**src/rtl/dragster_spi_responder.sv**
```systemverilog
// Dragster sensor control-port SPI slave (mode 0): 16-bit frames
// {rnw, addr[6:0], data[7:0]} MSB-first into an 8-bit register file.
// Ports: clk/reset (sync, active-high); sclk/ss_n/mosi async SPI in;
//   miso out; reg_wr_strobe/addr/data commit pulse; regs_flat register
//   file (reg i at [8*i+7 -: 8]); frame_error pulse; error_count (sat).
// Build option: define DRAGSTER_RESPONDER_READBACK_EN to return register
//   data on miso during read frames; otherwise miso is tied low.
module dragster_spi_responder #(
    parameter int NUM_REGS    = 16,
    parameter int SYNC_STAGES = 2
) (
    input  logic                  clk,
    input  logic                  reset,
    input  logic                  sclk,
    input  logic                  ss_n,
    input  logic                  mosi,
    output logic                  miso,
    output logic                  reg_wr_strobe,
    output logic [6:0]            reg_wr_addr,
    output logic [7:0]            reg_wr_data,
    output logic [NUM_REGS*8-1:0] regs_flat,
    output logic                  frame_error,
    output logic [7:0]            error_count
);

    localparam logic [1:0] IDLE   = 2'd0;
    localparam logic [1:0] SHIFT  = 2'd1;
    localparam logic [1:0] COMMIT = 2'd2;
    localparam logic [1:0] ERROR  = 2'd3;

    logic [SYNC_STAGES-1:0] sclk_sync_q, sclk_sync_d;
    logic [SYNC_STAGES-1:0] ss_sync_q, ss_sync_d;
    logic [SYNC_STAGES-1:0] mosi_sync_q, mosi_sync_d;
    logic                   sclk_prev_q, ss_prev_q;
    logic [1:0]             state_q, state_d;
    logic [4:0]             bit_cnt_q, bit_cnt_d;
    logic [15:0]            shift_q, shift_d;
    logic [NUM_REGS*8-1:0]  regs_q, regs_d;
    logic                   wr_strobe_q, wr_strobe_d;
    logic [6:0]             wr_addr_q, wr_addr_d;
    logic [7:0]             wr_data_q, wr_data_d;
    logic                   ferr_q, ferr_d;
    logic [7:0]             err_cnt_q, err_cnt_d;

    logic sclk_s, ss_s, mosi_s;
    logic sclk_rise, ss_fall, ss_rise;

    assign sclk_s    = sclk_sync_q[SYNC_STAGES-1];
    assign ss_s      = ss_sync_q[SYNC_STAGES-1];
    assign mosi_s    = mosi_sync_q[SYNC_STAGES-1];
    assign sclk_rise = sclk_s & ~sclk_prev_q;
    assign ss_fall   = ~ss_s & ss_prev_q;
    assign ss_rise   = ss_s & ~ss_prev_q;

    assign sclk_sync_d = {sclk_sync_q[SYNC_STAGES-2:0], sclk};
    assign ss_sync_d   = {ss_sync_q[SYNC_STAGES-2:0], ss_n};
    assign mosi_sync_d = {mosi_sync_q[SYNC_STAGES-2:0], mosi};

`ifdef DRAGSTER_RESPONDER_READBACK_EN
    logic [7:0] tx_q, tx_d;
    logic       miso_q, miso_d;
    logic [7:0] rd_byte;
    logic [6:0] rd_addr;
    logic       sclk_fall;

    assign sclk_fall = ~sclk_s & sclk_prev_q;
    // Address byte completes on the 8th rising edge; mosi_s is its last bit.
    assign rd_addr   = {shift_q[5:0], mosi_s};

    always_comb begin
        rd_byte = 8'h00;
        for (int i = 0; i < NUM_REGS; i++) begin
            if (rd_addr == 7'(i)) rd_byte = regs_q[8*i +: 8];
        end
    end

    always_comb begin
        tx_d = tx_q;
        if (state_q == SHIFT && !ss_rise) begin
            if (sclk_rise && bit_cnt_q == 5'd7) begin
                tx_d = shift_q[6] ? rd_byte : 8'h00;
            end else if (sclk_fall && bit_cnt_q >= 5'd9
                         && bit_cnt_q <= 5'd15) begin
                tx_d = {tx_q[6:0], 1'b0};
            end
        end
        miso_d = (state_q == SHIFT && !ss_s && bit_cnt_q >= 5'd8)
                 ? tx_q[7] : 1'b0;
    end

    always_ff @(posedge clk) begin
        if (reset) begin
            tx_q   <= 8'h00;
            miso_q <= 1'b0;
        end else begin
            tx_q   <= tx_d;
            miso_q <= miso_d;
        end
    end

    // Gate with the raw select so miso drops as soon as ss_n deasserts.
    assign miso = miso_q & ~ss_n;
`else
    assign miso = 1'b0;
`endif

    always_comb begin
        state_d     = state_q;
        bit_cnt_d   = bit_cnt_q;
        shift_d     = shift_q;
        regs_d      = regs_q;
        wr_strobe_d = 1'b0;
        wr_addr_d   = wr_addr_q;
        wr_data_d   = wr_data_q;
        ferr_d      = 1'b0;
        err_cnt_d   = err_cnt_q;
        case (state_q)
            IDLE: begin
                if (ss_fall) begin
                    state_d   = SHIFT;
                    bit_cnt_d = 5'd0;
                end
            end
            SHIFT: begin
                if (ss_rise) begin
                    state_d = (bit_cnt_q == 5'd16) ? COMMIT : ERROR;
                end else if (sclk_rise) begin
                    shift_d = {shift_q[14:0], mosi_s};
                    if (bit_cnt_q != 5'd31) bit_cnt_d = bit_cnt_q + 5'd1;
                end
            end
            COMMIT: begin
                if (!shift_q[15] && int'(shift_q[14:8]) < NUM_REGS) begin
                    for (int i = 0; i < NUM_REGS; i++) begin
                        if (shift_q[14:8] == 7'(i)) begin
                            regs_d[8*i +: 8] = shift_q[7:0];
                        end
                    end
                    wr_strobe_d = 1'b1;
                    wr_addr_d   = shift_q[14:8];
                    wr_data_d   = shift_q[7:0];
                end
            end
            default: begin
                ferr_d = 1'b1;
                if (err_cnt_q != 8'hFF) err_cnt_d = err_cnt_q + 8'd1;
            end
        endcase
        // A select arriving during the one-cycle COMMIT/ERROR is not lost.
        if (state_q == COMMIT || state_q == ERROR) begin
            state_d   = ss_fall ? SHIFT : IDLE;
            bit_cnt_d = 5'd0;
        end
    end

    always_ff @(posedge clk) begin
        if (reset) begin
            sclk_sync_q <= '0;
            ss_sync_q   <= '1;
            mosi_sync_q <= '0;
            sclk_prev_q <= 1'b0;
            ss_prev_q   <= 1'b1;
            state_q     <= IDLE;
            bit_cnt_q   <= 5'd0;
            shift_q     <= 16'h0000;
            regs_q      <= '0;
            wr_strobe_q <= 1'b0;
            wr_addr_q   <= 7'd0;
            wr_data_q   <= 8'h00;
            ferr_q      <= 1'b0;
            err_cnt_q   <= 8'h00;
        end else begin
            sclk_sync_q <= sclk_sync_d;
            ss_sync_q   <= ss_sync_d;
            mosi_sync_q <= mosi_sync_d;
            sclk_prev_q <= sclk_s;
            ss_prev_q   <= ss_s;
            state_q     <= state_d;
            bit_cnt_q   <= bit_cnt_d;
            shift_q     <= shift_d;
            regs_q      <= regs_d;
            wr_strobe_q <= wr_strobe_d;
            wr_addr_q   <= wr_addr_d;
            wr_data_q   <= wr_data_d;
            ferr_q      <= ferr_d;
            err_cnt_q   <= err_cnt_d;
        end
    end

    assign reg_wr_strobe = wr_strobe_q;
    assign reg_wr_addr   = wr_addr_q;
    assign reg_wr_data   = wr_data_q;
    assign regs_flat     = regs_q;
    assign frame_error   = ferr_q;
    assign error_count   = err_cnt_q;

endmodule

```
**config.mk**
```make
export PLATFORM = sky130hd
export DESIGN_NAME = dragster_spi_responder
export DESIGN_NICKNAME = d
export VERILOG_FILES = /design/src/rtl/dragster_spi_responder.sv
export SDC_FILE = /design/constraint.sdc
export NUM_CORES = 1
export LEC_CHECK = 0
export ABC_AREA = 1
export CAP_MARGIN = 5
export CORE_MARGIN = 1.5
export CORE_UTILIZATION = 25
export CTS_CLUSTER_SIZE = 14
export DETAILED_ROUTE_END_ITERATION = 10
export MAX_ROUTING_LAYER = met4
export SYNTH_ARGS = -nofsm -noshare
export SYNTH_HDL_FRONTEND = slang
export SYNTH_SLANG_ARGS = --single-unit
export TNS_END_PERCENT = 1
```
**constraint.sdc**
```tcl
create_clock -name clk -period 2.1 [get_ports clk]
set_input_delay 0.525 -clock clk [delete_from_list [all_inputs] [get_ports clk]]
set_output_delay 0.525 -clock clk [all_outputs]
set_load 0.03 [all_outputs]
```
# == Yosys cells after proc, flatten, opt, wreduce, memory -nomap -nowiden ==
# Cells that the tools add are included.
# word_totals
elab_cells,112
romBits,0
out_inout_bits,154
latchBits,0
mem_bits_rw,0
input_bits,5
n_memories,0
reg_bits,184
# op_classes
n_eq_ne,27
n_mul,0
div,0
n_reduce_logical,31
mux,13
bitwise_logic,9
magnitude_cmp,1
n_shift,0
addsub,2
# ops
cell,n
$eq 7x4->1 const B,8
$reduce_and 3->1,18
$eq 7x3->1 const B,4
$mux 5,4
$eq 7x2->1 const B,2
$pmux 5 s2,1
$add 8x1->8 const B,1
$ne 2x2->1 const B,4
$ne 8x8->1 const B,1
$eq 7x1->1 const B,1
$logic_not 7->1,1
$lt 7x5->1 const B,1
$mux 2,3
$ne 3x3->1 const B,2
$not 1->1,6
$add 5x1->5 const B,1
$eq 5x5->1 const B,1
$ne 5x5->1 const B,1
$reduce_and 5->1,1
$eq 2x2->1 const B,2
$mux 1,4
$pmux 2 s2,1
$reduce_and 2->1,2
$reduce_or 2->1,2
9 further kinds,11

# == Depth between registers and ports, before layout ==
# Gate-level depths: netlist of the first run.
# depth
word_depth,5
ltp_mapped,11
ltp_nobuf,11

# == Worst setup path before layout of the first run ==
# No wires, ideal clock.
# synth_path
path_kind,reg2reg
startpoint,reg bit_cnt_q[0]
endpoint,reg bit_cnt_q[1]
required_ns,2.036
path_buffers,0
slack_ns,0.487
period_less_slack_ns,1.613
setup_ns,0.064
path_stages_with_launch,12
arrival_time_ns,1.549
cell_sequence,dfxtp_1 ha_1 nand2_1 nor2_1 ha_1 nand2_1 nand2_1 a21oi_1 nand2_1 nand2_1 nand2_1 nor2_1
# synth_via
elab_chain_len,5
elab_cells_between_ends,8
cone_classes,add/sub (1); eq/ne (2); mux (4); reduce/logical (1)
# synth_rtl
element,line_no,source
from (decl),36,"logic [4:0] bit_cnt_q, bit_cnt_d;"
from (signal assigned),179,bit_cnt_q <= bit_cnt_d;
$add 5x1->5,129,if (bit_cnt_q != 5'd31) bit_cnt_d = bit_cnt_q + 5'd1;
$mux 5,129,
$mux 5,127,end else if (sclk_rise) begin
$mux 5,125,if (ss_rise) begin
$pmux 5 s2,117,case (state_q)
# Several ways; a longest one is shown, not always the timed one. The select of a mux whose other input is x is not followed.
# A chain may end at the register's enable or synchronous reset.

# == Worst setup path after layout of the first run ==
# layout_path
startpoint,reg wr_data_q[5] (netlist: reg_wr_data[5])
endpoint,out reg_wr_data[5]
# layout_rtl
element,line_no,source
from (decl),41,"logic [7:0] wr_data_q, wr_data_d;"
from (signal assigned),184,wr_data_q <= wr_data_d;
to (decl),20,"output logic [7:0] reg_wr_data,"
# No word-level cell between the ends.

==> impl_metrics.csv, run 1 <==
group,metric,value,unit
synth,synth_common_cells,"nand2_1, inv_1, nor2_1",
routing,viasPerCell,4.13,
worst_setup_path,required,1.57,ns
cts,clockBufferDepth,2,
status,status,"complete, but fails checks",
synth,synth.cell_area,7860,um2
worst_setup_path,critPathLaunchType,"flip-flop",
worst_setup_path,crit_chain,"clkdlybuf4s50_1",
final_layout,nets,1362,
cts,clk_latency,0.43,ns
die,die-area,32500,um2
worst_setup_path,crit_path_max_fanout,2,
flow_run,maxCapViolCount,0,
global_routing,grt_pass1_vias,6725,
synth,yosys.area.top_type,"dfxtp_1",
die,ios,159,
synth,post-synth-top-count-cell,"nand2_1",
routing,wire_per_inst,13.3,um
die,die_y,180,um
cts,cts_hold_buf,0,
routing,drcViolationCount,9,
synth,ys.flop_type,"dfxtp_1",
status,violations,"DRC",
global_routing,grt_usage,15.1,%
global_routing,overflow,0,
synth,ys_seq_elements,184,
die,start_util,25.5,%
global_routing,grt_pass1_wl,37.4,mm
worst_setup_path,timing.critical_path.buf_inv,1,
power_and_ir_drop,vdd_drop_max,0.466,mV
worst_setup_path,worstSetupPathType,"reg -> out",
final_layout,stdcell_count,1761,
worst_setup_path,cp.arrival,1.54,ns
worst_setup_path,path_delay_family,"buffers and inverters",
sta,hold_viol,0,
sta,maxSlewHeadroom,37.6,%
power_and_ir_drop,p_per_area,693,nW/um2
routing,totalWireLength,23.4,mm
synth,synth-edff-count,0,
routing,drtIter0Drc,580,
min_path,hp-class,"reg -> reg",
cts,cts-buffers-inserted,17,
routing,final_antenna_net_count,0,
global_routing,grt_start_max_net_pins,81,
power_and_ir_drop,power.leakage,4.62,nW
synth,synth_seq_area_share,46.9,%
cts,cts_setup_buffers,0,
cts,h-tree-depth,4,
synth,postSynth.asyncResetShare,0,%
worst_setup_path,slowest_delay,0.71,ns
routing,vias,7276,
sta,worst_pin_slew,0.930,ns
worst_setup_path,cp-end-kind,"output port",
placed_design,placed_cells,1730,
cts,cts.clk_slew.worst_paths,0.07,ns
synth,yosys.area.top_type_share,46.9,%
placed_design,dpl.hpwl,15.8,mm
synth,yosysWarnings,0,
die,die_w,180,um
cts,cts.sinks,184,
die,std_cell_rows,64,
sta,rsz0062_at_grt,"false",
placed_design,gp_routability_congestion,0.841,
synth,synthTopCellsByArea,"dfxtp_1, nand2_1, inv_1",
routing,first_pass_iters,8,
placed_design,portBuffers,157,
worst_setup_path,slowest_stage,"clkdlybuf4s50_1",
sta,drv_slew,0,
worst_setup_path,rrSetupSlack,0.23,ns
sta,fin_tns_setup,0,ns
sta,fmax,484,MHz
sta,period_share,98.3,%
final_layout,drive_above_1_share,5.13,%
sta,period_needed,2.06,ns
final_layout,area_growth,35.4,%
synth,synth_fp_nets,1206,
sta,setup_violations,0,
global_routing,grt_antenna_before_repair,0,
synth,synth_cells,1197,
cts,cts_tree,"built",
synth,yosysUniqueCellTypes,25,
die,coreArea,30700,um2
final_layout,diodes,0,
synth,avgSynthCellArea,6.56,um2
sta,finClkSkew,0.0102,ns
cts,root_buffer,"clkbuf_16",
## logic make-up (layout without fill, tap and decap cells)
kind of cell | count (synthesis) | count (layout) | synth area share [%]
flops | 184 | 184 | 46.9
compound gates | 62 | 62 | 3.95
xor+xnor | 1 | 1 | 0.112
simple gates | 654 | 654 | 34.2
other cells | 1 | 1 | 0.0477
buf+inv | 291 | 459 | 14.1
fa+ha+maj | 4 | 4 | 0.637
## stage by stage
stage / power, mW / util [%] / hold WS, ns / setup WS [ns] / cell area [um2]
5_1_grt: 7.65 / 34.6 / 0.426 / 0.00212 / 10600
3_3_place_gp: 3.93 / 32.5 / 0.391 / 0.228 / 9990
3_5_place_dp: 3.94 / 32.5 / 0.398 / 0.189 / 9990
6_report: 7.37 / 34.6 / 0.405 / 0.0352 / 10600
2_1_floorplan: 3.83 / - / 0.388 / 0.487 / 7860
4_1_cts: 7.47 / 34.5 / 0.409 / 0.00126 / 10600
## cells in the final DEF, fill, tap and decap left out
cell type / count
nand2_1: 291
inv_1: 223
nor2_1: 201
dfxtp_1: 184
clkdlybuf4s50_1: 153
nand3_1: 142
a21oi_1: 33
o21ai_0: 28
buf_4: 28
clkbuf_16: 17
clkinv_1: 16
nor2_2: 5
nand4_1: 5
ha_1: 4
bufinv_16: 4
clkbuf_8: 4
nor3_1: 3
clkbuf_1: 3
dlymetal6s2s_1: 3
buf_12: 3
nor3_2: 2
or2_2: 2
clkinvlp_4: 2
nand3_4: 1
inv_4: 1
xor2_1: 1
nand3b_1: 1
o21ai_1: 1
nor4_1: 1
conb_1: 1
clkinv_2: 1
dlygate4sd2_1: 1
## per-layer routing
metal | GRT usage (%) | part of all wire (%) | wire, um
met2 | 23.7 | 46 | 10800
met1 | 20.1 | 48 | 11300
met4 | 3.56 | 0.87 | 203
met3 | 2.63 | 4.8 | 1120
met5 | - | 0 | 0
## area by class of cell
cell class | instances | area (um2)
fillers | 3281 | 20100
flip-flops and latches | 184 | 3680
repair buffers | 188 | 1850
clock buffers | 24 | 492
inverters | 240 | 903
clock inverters | 7 | 140
well taps | 396 | 495
multi-input cells | 722 | 3070
## flip-flops by register name, indices dropped and copies added (netlist names)
register       flops
state_q            2
ss_sync_q          2
reg_wr_strobe      1
frame_error        1
reg_wr_data        8
ss_prev_q          1
regs_flat        128
sclk_sync_q        2
shift_q           16
sclk_prev_q        1
mosi_sync_q        2
bit_cnt_q          5
error_count        8
reg_wr_addr        7
## what timing repair did
action / in CTS / in global routing
pin swaps: 0 / 0
gates cloned: 0 / 0
gates resized for setup: 1 / 4
endpoints found under the setup margin: 1 / 30
## where the power goes
group	switching, mW	leakage [nW]	total [mW]	internal [mW]
clock network	1.40	0.303	3.51	2.12
registers	0.0192	1.48	3.53	3.51
logic	0.225	2.83	0.323	0.0983
total	1.64	4.62	7.37	5.73
## path summary, 6_finish.rpt
| kind | startpoint | endpoint | cells past startpoint |
|---|---|---|---|
| hold / removal | sclk_sync_q[0]$_SDFF_PP0_ | sclk_sync_q[1]$_SDFF_PP0_ | 2 |
| setup / recovery | reg_wr_data[5]$_SDFFE_PP0P_ | reg_wr_data[5] | 1 |
| setup reg to reg | state_q[1]$_SDFFE_PP0P_ | reg_wr_addr[1]$_SDFFE_PP0P_ | 7 |
| hold reg to reg | sclk_sync_q[0]$_SDFF_PP0_ | sclk_sync_q[1]$_SDFF_PP0_ | 2 |
(Power assumes the default switching activity.)
==> run 2: changes to the inputs <==
--- a/config.mk
+++ b/config.mk
@@ -6,12 +6,15 @@
 export NUM_CORES = 1
 export LEC_CHECK = 0
 export ABC_AREA = 1
-export CAP_MARGIN = 5
+export CAP_MARGIN = 20
+export CELL_PAD_IN_SITES_DETAIL_PLACEMENT = 0
+export CELL_PAD_IN_SITES_GLOBAL_PLACEMENT = 1
 export CORE_MARGIN = 1.5
 export CORE_UTILIZATION = 25
 export CTS_CLUSTER_SIZE = 14
 export DETAILED_ROUTE_END_ITERATION = 10
 export MAX_ROUTING_LAYER = met4
+export PLACE_DENSITY_LB_ADDON = 0.1
 export SYNTH_ARGS = -nofsm -noshare
 export SYNTH_HDL_FRONTEND = slang
 export SYNTH_SLANG_ARGS = --single-unit
==> run 2 against run 1 <==
The run still ends with DRC left. Die area is the same. Utilization up 0.12 points. First-iteration DRC count is 30% lower. Largest cell class unchanged. Largest power group unchanged.
==> impl_metrics.csv, run 2 (synthesized netlist as in run 1, its figures left out) <==
group,metric,value,unit
status,status,"complete, but fails checks",
status,violations,"DRC",
final_layout,drive_above_1_share,5.62,%
final_layout,multi_input_area,3060,um2
sta,hold_viol,0,
routing,totalWireLength,24.4,mm
cts,cts.sinks,184,
global_routing,grt_start_max_net_pins,52,
sta,period_share,97.4,%
die,coreArea,30700,um2
cts,root_buffer,"clkbuf_16",
sta,maxSlewHeadroom,43.3,%
die,start_util,25.5,%
worst_setup_path,rr_worst_depth,6,
routing,vias,7154,
sta,rsz0062_at_grt,"true",
cts,h-tree-depth,4,
routing,wl_met3,956,um
die,std_cell_rows,64,
min_path,min_to,"mosi_sync_q[1]$_SDFF_PP0_",
global_routing,grt_usage,15.9,%
cts,clk_latency,0.44,ns
sta,period_needed,2.05,ns
routing,topRoutingLayerUsed,"met4",
sta,finClkSkew,0.0146,ns
die,ios,159,
worst_setup_path,required,1.57,ns
worst_setup_path,cp.arrival,1.52,ns
final_layout,layout_common_cells,"nand2_1, inv_1, nor2_1, dfxtp_1, clkdlybuf4s50_1",
placed_design,dpl.hpwl,16.5,mm
final_layout,nets,1367,
flow_run,maxCapViolCount,0,
global_routing,grt_antenna_before_repair,0,
power_and_ir_drop,power.leakage,4.72,nW
routing,drcViolationCount,12,
worst_setup_path,slowest_delay,0.70,ns
routing,viasPerCell,4.05,
final_layout,final_common_cell,"nand2_1",
cts,cts_hold_buf,0,
power_and_ir_drop,p_per_area,678,nW/um2
sta,setup_violations,0,
worst_setup_path,rrSetupSlack,0.23,ns
sta,worst_pin_slew,0.846,ns
final_layout,area_growth,35.9,%
sta,drv_slew,0,
min_path,worstHoldPathCells,2,
worst_setup_path,r2r-start,"shift_q[12]$_SDFFE_PP0P_",
cts,cts_setup_buffers,0,
global_routing,grt_pass1_vias,6862,
worst_setup_path,cp-end-kind,"output port",
placed_design,dpl_cell_area,10100,um2
die,die_w,180,um
placed_design,portBuffers,157,
routing,first_pass_iters,7,
placed_design,gp_routability_congestion,0.751,
power_and_ir_drop,vdd_drop_max,0.409,mV
cts,cts_resized,4,
worst_setup_path,slowest_stage,"clkdlybuf4s50_1",
die,die-area,32500,um2
final_layout,largest_reg_flops,128,
power_and_ir_drop,total_power,7.23,mW
sta,timing.hold.ws,0.408,ns
cts,cts-buffers-inserted,17,
final_layout,design_area,10700,um2
worst_setup_path,critPathLaunchType,"flip-flop",
worst_setup_path,r2r-end,"regs_flat[62]$_SDFFE_PP0P_",
min_path,hp-class,"reg -> reg",
global_routing,overflow,0,
final_layout,final_core_util,34.7,%
cts,clockBufferDepth,2,
cts,cts.clk_slew.worst_paths,0.07,ns
cts,cts_tree,"built",
final_layout,diodes,0,
routing,m1WireLength,12.7,mm
global_routing,grt_pass1_wl,38.8,mm
final_layout,seqCellArea,3680,um2
worst_setup_path,timing.critical_path.buf_inv,1,
routing,final_antenna_net_count,0,
routing,dr_wl_met2,10.6,mm
worst_setup_path,crit_chain,"clkdlybuf4s50_1",
sta,fin_tns_setup,0,ns
min_path,hold_path_startpoint,"mosi_sync_q[0]$_SDFF_PP0_",
worst_setup_path,worstSetupPathType,"reg -> out",
worst_setup_path,path_delay_family,"buffers and inverters",
routing,drtIter0Drc,407,
final_layout,num-fill-cells,3396,
worst_setup_path,crit_path_max_fanout,2,
die,die_y,180,um
sta,fmax,489,MHz
routing,wire_per_inst,13.8,um
-- run 2: worst max path at each step --
stage                                      from                          to  slack (ns)  cells past startpoint
finish              regs_flat[102]$_SDFFE_PP0P_              regs_flat[102]        0.05                      1
global placement       shift_q[12]$_SDFFE_PP0P_  regs_flat[20]$_SDFFE_PP0P_        0.21                      8
floorplan             bit_cnt_q[0]$_SDFFE_PP0P_   bit_cnt_q[1]$_SDFFE_PP0P_        0.49                     11
global route           shift_q[12]$_SDFFE_PP0P_  regs_flat[63]$_SDFFE_PP0P_       -0.01                      6
detailed placement     shift_q[12]$_SDFFE_PP0P_  regs_flat[81]$_SDFFE_PP0P_        0.22                      8
CTS                 error_count[1]$_SDFFE_PP0P_              error_count[1]       0.007                      1
-- run 2: where the power goes --
part | total (mW) | leakage, nW | internal (mW) | switching (mW)
clock | 3.36 | 0.288 | 1.88 | 1.48
sequential | 3.53 | 1.48 | 3.51 | 0.0190
combinational | 0.342 | 2.95 | 0.108 | 0.235
-- run 2: routing by layer --
layer	GRT usage, %	vias to the layer above
li1	-	3877
met1	21.8	3116
met2	24.0	149
met3	3.52	12
met4	3.13	0
met5	-	-
-- run 2: stage by stage --
step / setup slack, ns / std cells
after floorplan: 0.487 / 1197
after global placement: 0.209 / 1735
after detailed placement: 0.219 / 1735
after CTS: 0.00676 / 1765
after global routing: -0.0143 / 1765
final: 0.0541 / 1765
-- run 2: area by class of cell --
| type | instances | share of cell area, % |
|---|---|---|
| sequential | 184 | 34.5 |
| clock inverter | 13 | 1.59 |
| inverter | 240 | 8.47 |
| timing repair buffer | 193 | 18.1 |
| clock buffer | 17 | 3.99 |
| tap | 396 | 4.64 |
| multi-input combinational | 722 | 28.7 |
